## config.mk

```make
export PLATFORM = sky130hd
export DESIGN_NAME = gnr_node_multi
export DESIGN_NICKNAME = d
export VERILOG_FILES = /design/src/rtl/gnr_node_multi.sv
export SDC_FILE = /design/constraint.sdc
export NUM_CORES = 1
export LEC_CHECK = 0
export CAP_MARGIN = 20
export CORE_MARGIN = 2
export CORE_UTILIZATION = 49
export DETAILED_ROUTE_END_ITERATION = 8
export PLACE_DENSITY = 0.87
export SKIP_LAST_GASP = 1
export SYNTH_ARGS = -nofsm -noshare
export SYNTH_HDL_FRONTEND = slang
export SYNTH_SLANG_ARGS = --single-unit
```

## constraint.sdc

```tcl
create_clock -name clk -period 2.4 [get_ports clk]
set_clock_uncertainty 0.1 [all_clocks]
set_input_delay 0.48 -clock clk [delete_from_list [all_inputs] [get_ports clk]]
set_output_delay 0.48 -clock clk [all_outputs]
set_load 0.01 [all_outputs]
```

## src/rtl/gnr_node_multi.sv

```systemverilog
// Boolean-network node: NUM_CH independent state channels sharing one runtime truth table,
// each with a start-skip counter, a toggle pulse and a saturating toggle counter.
module gnr_node_multi #(
  parameter int NUM_IN = 2,
  parameter int NUM_CH = 2,
  parameter int DW     = 4,
  parameter int CW     = 8
) (
  input  logic                     clk,
  input  logic                     rst,
  input  logic                     reset_nos,
  input  logic [NUM_CH-1:0]        init_state,
  input  logic [NUM_CH-1:0]        start,
  input  logic [NUM_CH*DW-1:0]     delay_cfg,
  input  logic [2**NUM_IN-1:0]     lut_cfg,
  input  logic [NUM_CH*NUM_IN-1:0] in_bits,
  output logic [NUM_CH-1:0]        state,
  output logic [NUM_CH-1:0]        changed,
  output logic [NUM_CH*CW-1:0]     flip_cnt
);

  for (genvar k = 0; k < NUM_CH; k++) begin : g_ch
    logic [NUM_IN-1:0] w_idx;
    logic [DW-1:0]     w_dly;
    logic              w_next;
    logic              w_upd;
    logic [DW-1:0]     r_cnt;
    logic              r_state;
    logic              r_chg;
    logic [CW-1:0]     r_flip;

    assign w_idx  = in_bits[k*NUM_IN +: NUM_IN];
    assign w_dly  = delay_cfg[k*DW +: DW];
    assign w_next = lut_cfg[w_idx];
    // Live compare: lowering the delay mid-count releases the very next start.
    assign w_upd  = start[k] && (r_cnt >= w_dly);

    always_ff @(posedge clk or negedge rst) begin
      if (!rst) begin
        r_state <= 1'b0;
        r_chg   <= 1'b0;
        r_flip  <= '0;
        r_cnt   <= '0;
      end else if (reset_nos) begin
        r_state <= init_state[k];
        r_chg   <= 1'b0;
        r_flip  <= '0;
        r_cnt   <= '1;
      end else begin
        r_chg <= 1'b0;
        if (w_upd) begin
          r_cnt   <= '0;
          r_state <= w_next;
          if (w_next != r_state) begin
            r_chg <= 1'b1;
            if (r_flip != '1) r_flip <= r_flip + 1'b1;
          end
        end else if (start[k] && r_cnt != '1) begin
          r_cnt <= r_cnt + 1'b1;
        end
      end
    end

    assign state[k]               = r_state;
    assign changed[k]             = r_chg;
    assign flip_cnt[k*CW +: CW]   = r_flip;
  end

endmodule

```

==> reports/metrics.yaml, run 1 <==
status: "finished, final reports clean"
drt_iter0_markers: 75
grt_pass1_wl_um: 6560
hpwlAfterDp_um: 2960
worst_pin_slew_ns: 0.433
cts_buffer_depth: 2
syn_avg_cell_area_um2: 9.75
syn_to_final_growth_pct: 35.4
rows: 21
start_util_pct: 51.8
cts.clk_slew.worst_paths_ns: 0.15
synth_nets: 215
synth_cell_types: 42
netlist_instances: 180
fillers: 252
place_area_mm2: 0.00228
critPathKind: "in2reg"
wl_um: 4020
r2r_cells: 8
synth_common_cells: "dfrtp_1, nand2_1, a21oi_1, ha_1, inv_1"
synth_flop_cell: "dfrtp_1"
synth_most_common_cell: "dfrtp_1"
drv_slew: 0
synth_edf_count: 0
grt_pass1_vias: 1527
cp.depth: 6
r2r-start: "g_ch[1].r_cnt[0]$_DFFE_PN0P_"
drc_errors: 0
layout_min_cycle_time_ns: 2.36
synth.top_cell.area_share_pct: 39.9
nets: 269
ys_warn_count: 0
drive_above_1_share_pct: 15.5
htree_num_levels: 1
cp-end-kind: "register"
antenna_left: 0
wire_per_inst_um: 14.4
p_int_uw: 887
diodes: 0
synth-seq-cells: 28
finalCritPeriodShare_pct: 98.2
fmax_mhz: 424
dieArea_mm2: 0.00407
ir_drop_mv: 0.315
p_total_uw: 1330
synth-async-reset-ratio_pct: 100
drt-vias-per-instance: 5.66
gp_congestion: 0.881
cap_violations: 0
cts_root_buffer: "clkbuf_4"
p_clk_share_pct: 17.8
cp_top_family: "simple AND/OR/NAND/NOR gates"
critPathMaxStageDelay_ns: 0.55
antenna_found_initial: 0
cts_tree: "built"
dieWidth_um: 63.8
clock_sinks: 28
io_buffers: 42
arrival_ns: 2.53
path_buf_inv: 1
coreArea_mm2: 0.00339
power.density_mw_per_mm2: 559
design_area_mm2: 0.00238
setup_viol: 0
fp.dieH_um: 63.8
firstDrtPassIters: 4
p_sw_share_pct: 33.3
cp_slowest_cell: "or4_4"
comb_power_share_pct: 38.0
vias: 1578
rsz0062_at_grt: "true"
clk-insertion-delay-late_ns: 0.33
start_kind: "primary input"
leakage_uw: 0.00102
grt.total_usage_pct: 20.2
min_path_type: "in2async"
crit_path_max_fanout: 8
grt_max_degree: 29
worstPathRequired_ns: 2.58
finalHoldViolations: 0
ys_seq_area_share_pct: 39.9
synth_area_leaders: "dfrtp_1, ha_1, a21oi_1"
switchingPower_uw: 442
grt-ovfl-total: 0
crit_path_start: "in_bits[2]"
synth.largest_area_cell: "dfrtp_1"
p_seq_share_pct: 44.2
syn-cell-area_mm2: 0.00175
maxSlewHeadroom_pct: 71.0
io_pins: 43
cts_made_buffers: 3
path_cells: "clkdlybuf4s50_1 > mux4_2 > xor2_2 > nand4_4 > or4_4 > a21oi_2"
[cells by family (layout without fill, tap and decap cells)]
family,count (synthesis),count (layout),share of synthesized area (%)
buf+inv,20,73,5.42
compound gates,45,45,17.8
flops,28,28,39.9
fa+ha+maj,12,12,8.56
xor+xnor,6,6,3.85
mux,6,6,4.92
simple gates,63,63,19.5
[worst register-to-register path: stages, from the launching register on]
cell,delay (ns)
dfrtp_1,0.44
inv_1,0.06
ha_1,0.26
nand2b_1,0.13
a2111o_1,0.48
nand4_4,0.17
buf_4,0.14
nor3_1,0.04
o221a_2,0.26
[routing by layer]
layer | part of all wire (%) | vias to the layer above | global-route usage, %
li1 | - | 768 | -
met1 | 45 | 761 | 26.7
met2 | 50 | 45 | 34.0
met3 | 4.3 | 4 | 2.11
met4 | 0.75 | 0 | 7.61
met5 | 0 | - | 0
[cell type report]
class | count | area [µm²] | area share [%]
Clock buffer | 4 | 36.3 | 1.53
Inverter | 11 | 41.3 | 1.74
Multi-Input combinational cell | 132 | 993 | 41.8
Sequential cell | 28 | 701 | 29.5
Tap cell | 46 | 57.6 | 2.42
Timing Repair Buffer | 58 | 547 | 23.0
[power groups by stage]
stage | sequential, µW | combinational, µW | clock [µW]
final | 588 | 505 | 236
after global routing | 597 | 567 | 266
after CTS | 588 | 497 | 246
after detailed placement | 597 | 485 | 0
after global placement | 595 | 467 | 0
after floorplan | 585 | 315 | 0
[flip-flops by register name, summed over array words and instances, names as in the netlist]
| signal | count |
|---|---|
| g_ch.r_chg | 2 |
| g_ch.r_flip | 16 |
| g_ch.r_state | 2 |
| g_ch.r_cnt | 8 |
[through the flow]
stage	util (%)	std cells	TNS (ns)	hold slack, ns	setup WS (ns)
global placement	67.4	273	-5.35	0.435	-0.399
finish	70.1	279	0	0.401	0.0430
CTS	68.7	277	0	0.411	0.0108
floorplan	-	180	0	0.0844	0.202
global route	70.1	279	-0.0368	0.429	-0.0170
detailed placement	67.4	273	-5.80	0.452	-0.431
[path summary, 6_finish.rpt]
check	endpoint	slack [ns]
min	g_ch[0].r_cnt[0]$_DFFE_PN0P_	0.40
min reg2reg	g_ch[1].r_flip[2]$_DFFE_PN0P_	0.48
max reg2reg	g_ch[1].r_flip[6]$_DFFE_PN0P_	0.24
max in group asynchronous	g_ch[1].r_flip[0]$_DFFE_PN0P_	1.53
max	g_ch[1].r_flip[5]$_DFFE_PN0P_	0.04
min in group clk	g_ch[1].r_flip[2]$_DFFE_PN0P_	0.48
[layout by cell type (no fill, tap or decap), types with 2 or more instances in the layout]
cell / synthesis / final
clkdlybuf4s50_1: 0 / 38
dfrtp_1: 28 / 28
nand2_1: 15 / 15
buf_4: 5 / 15
ha_1: 12 / 12
inv_1: 11 / 11
nor2_1: 10 / 10
a21oi_1: 14 / 10
o21ai_0: 9 / 9
nand3_1: 9 / 9
o31ai_1: 5 / 5
nand2b_1: 4 / 4
a21oi_2: 0 / 4
or3_1: 4 / 4
nand4_1: 3 / 3
mux2i_1: 3 / 3
nor3_1: 3 / 3
or4_4: 0 / 3
a21o_1: 3 / 3
or4_1: 6 / 3
clkbuf_4: 0 / 3
a2111o_1: 2 / 2
mux4_2: 2 / 2
xor2_2: 2 / 2
and2_1: 2 / 2
nor3b_1: 2 / 2
a311o_1: 2 / 2
o21a_1: 2 / 2
xnor2_1: 2 / 2
xor2_1: 2 / 2
dlygate4sd2_1: 0 / 2
dlymetal6s2s_1: 0 / 2
[repair_timing]
action / in CTS / in global routing
buffers inserted: 0 / 2
pin swaps: 4 / 4
resized for setup: 4 / 9
endpoints found under the setup margin: 10 / 8
hold buffers: 0 / 0
(Power assumes the default switching activity.)
==> run 2: changes to the inputs <==
Settings changed: ABC_CLOCK_PERIOD_IN_PS from default to 2400, CTS_CLUSTER_SIZE from default to 25.
==> results of run 2 <==
The final DEF is identical to that of run 1; final timing and power are the same.
==> run 3: changes to the inputs <==
Settings changed: ABC_AREA from default to 0, GPL_TIMING_DRIVEN from default to 0.
==> reports/metrics.yaml, run 3 (synthesis gave the netlist of run 1 again) <==
largestRegisters: "g_ch.r_flip (16), g_ch.r_cnt (8)"
drc_errors: 0  # unchanged
drt_iter0_markers: 68  # -9.3%
drive_above_1_share_pct: 11.8  # -3.7 points
cts_root_buffer: "clkbuf_4"
critPathKind: "in2reg"
final_common_cell: "clkdlybuf4s50_1"
syn_to_final_growth_pct: 35.4  # about the same
leakage_uw: 0.00103  # +0.47%
fmax_mhz: 429  # +1.1%
clock_sinks: 28  # unchanged
min_path_type: "in2async"
rows: 21  # unchanged
finalHoldViolations: 0  # unchanged
ctsHoldBuffers: 0  # unchanged
rsz0062_at_grt: "false"
ir_drop_mv: 0.330  # +4.5%
wire_per_inst_um: 14.2  # -1.3%
cp_slowest_cell: "clkdlybuf4s50_1"
clk-insertion-delay-late_ns: 0.32  # about the same
cts_made_buffers: 3  # unchanged
grt.total_usage_pct: 20.1  # -0.045 points
grt_pass1_wl_um: 6690  # +1.9%
maxSlewHeadroom_pct: 58.4  # -13 points
worstPathRequired_ns: 2.53  # -0.05 ns
cts.clk_slew.worst_paths_ns: 0.14  # about the same
diodes: 0  # unchanged
power.density_mw_per_mm2: 540  # -3.5%
cts_buffer_depth: 2  # unchanged
drt-vias-per-instance: 5.66  # +0.10%
fin_setup_tns_ns: 0  # unchanged
place_area_mm2: 0.00226  # -1.0%
regMostFlops: "g_ch.r_flip"
layout_min_cycle_time_ns: 2.33  # -0.0251 ns
hpwlAfterDp_um: 2890  # -2.3%
io_pins: 43  # unchanged
r2r_cells: 9  # +1
arrival_ns: 2.46  # -0.07 ns
start_kind: "primary input"
cts_tree: "built"
critPathMaxStageDelay_ns: 0.40  # -0.15 ns
coreArea_mm2: 0.00339  # unchanged
grt_pass1_vias: 1524  # -0.20%
start_util_pct: 51.8  # unchanged
grt_max_degree: 20  # -31%
io_buffers: 42  # unchanged
grt-ovfl-total: 0  # unchanged
nets: 266  # -1.1%
cap_violations: 0  # unchanged
status: "finished, final reports clean"
antenna_found_initial: 0  # unchanged
cp-end-kind: "register"
largest_reg_flops: 16  # unchanged
fp.dieH_um: 63.8  # unchanged
dieArea_mm2: 0.00407  # unchanged
firstDrtPassIters: 4  # unchanged
setup_viol: 0  # unchanged
dieWidth_um: 63.8  # unchanged
design_area_mm2: 0.00237  # about the same
instances_no_fill: 275  # -1.4%
htree_num_levels: 1  # unchanged
crit_path_max_fanout: 6  # -2
path_cells: "clkdlybuf4s50_1 > ha_1 > nand2b_1 > a2111o_1 > nand4_1 > buf_6 > buf_4 > nor3_2 > o211a_1"
wl_um: 3910  # -2.8%
dp_cells: 269  # -1.5%
drv_slew: 0  # unchanged
finalCritPeriodShare_pct: 97.2  # -1.0 points
vias: 1557  # -1.3%
gp_congestion: 0.823  # -6.6%
antenna_left: 0  # unchanged
worst_pin_slew_ns: 0.619  # +0.186 ns
mostFrequentLayoutCells: "clkdlybuf4s50_1, dfrtp_1, nand2_1"
run 3: changes by cell type in the layout (fill, tap and decap cells not counted), sizes merged:
| cell | before | now |
|---|---|---|
| clkbuf | 4 | 6 |
| buf | 16 | 10 |
| dlygate4sd2 | 2 | 1 |
| dlymetal6s2s | 2 | 5 |
| clkdlybuf4s50 | 38 | 36 |
run 3: per-layer routing:
metal  vias to the layer above  share of wire (%)  wire (µm)  track usage (%)
li1                        768                  -          -                -
met1                       748                 48       1870             26.8
met2                        39                 47       1840             34.4
met3                         2                4.6        180             2.46
met4                         0               0.49         19             5.71
met5                         -                  0          0                0
run 3: path summary, 6_finish.rpt:
kind                       slack (ns)                     startpoint                            end
setup / recovery                 0.07                   delay_cfg[0]  g_ch[0].r_flip[6]$_DFFE_PN0P_
hold / removal                   0.42                            rst   g_ch[0].r_cnt[2]$_DFFE_PN0P_
setup reg to reg                 0.15   g_ch[0].r_cnt[0]$_DFFE_PN0P_  g_ch[0].r_flip[6]$_DFFE_PN0P_
hold reg to reg                  0.46  g_ch[1].r_flip[2]$_DFFE_PN0P_  g_ch[1].r_flip[2]$_DFFE_PN0P_
max in group asynchronous        1.29                            rst  g_ch[0].r_flip[7]$_DFFE_PN0P_
min in group clk                 0.46  g_ch[1].r_flip[2]$_DFFE_PN0P_  g_ch[1].r_flip[2]$_DFFE_PN0P_
run 3: metrics by stage:
stage,hold WS [ns],power (µW),setup WS (ns),utilization (%)
after floorplan,0.0844,900,0.202,-
after global placement,0.438,1040,-0.479,65.9
after detailed placement,0.442,1060,-0.502,66.7
after CTS,0.424,1280,-0.0271,69.1
final,0.419,1280,0.0681,70.1
after global routing,0.417,1380,0.00412,70.1
run 3: critical path, delay by kind of cell:
kind | cells | cell delay (ns)
adders and majority gates | 1 | 0.28
buffers and inverters | 3 | 0.71
and+or+nand+nor | 3 | 0.39
AOI/OAI and AO/OA | 2 | 0.60
run 3: timing repair:
item                                    in CTS  in global routing
endpoints found under the setup margin      11                 11
gates resized for setup                      9                  9
endpoints found under the hold margin        0                  0
pin swaps                                    9                 11
buffers inserted                             3                  0
run 3: area by class of cell:
cell class,instances,area (µm²)
fillers,264,1010
flip-flops and latches,28,701
inverters,11,41.3
well taps,46,57.6
plain buffers,9,63.8
repair buffers,46,482
multi-input cells,132,1010
clock buffers,3,22.5
run 3: report_power, final:
group	switching [µW]	total, µW	internal [µW]
clock	133	192	58.7
sequential	64.2	588	523
combinational	239	502	263
total	437	1280	845
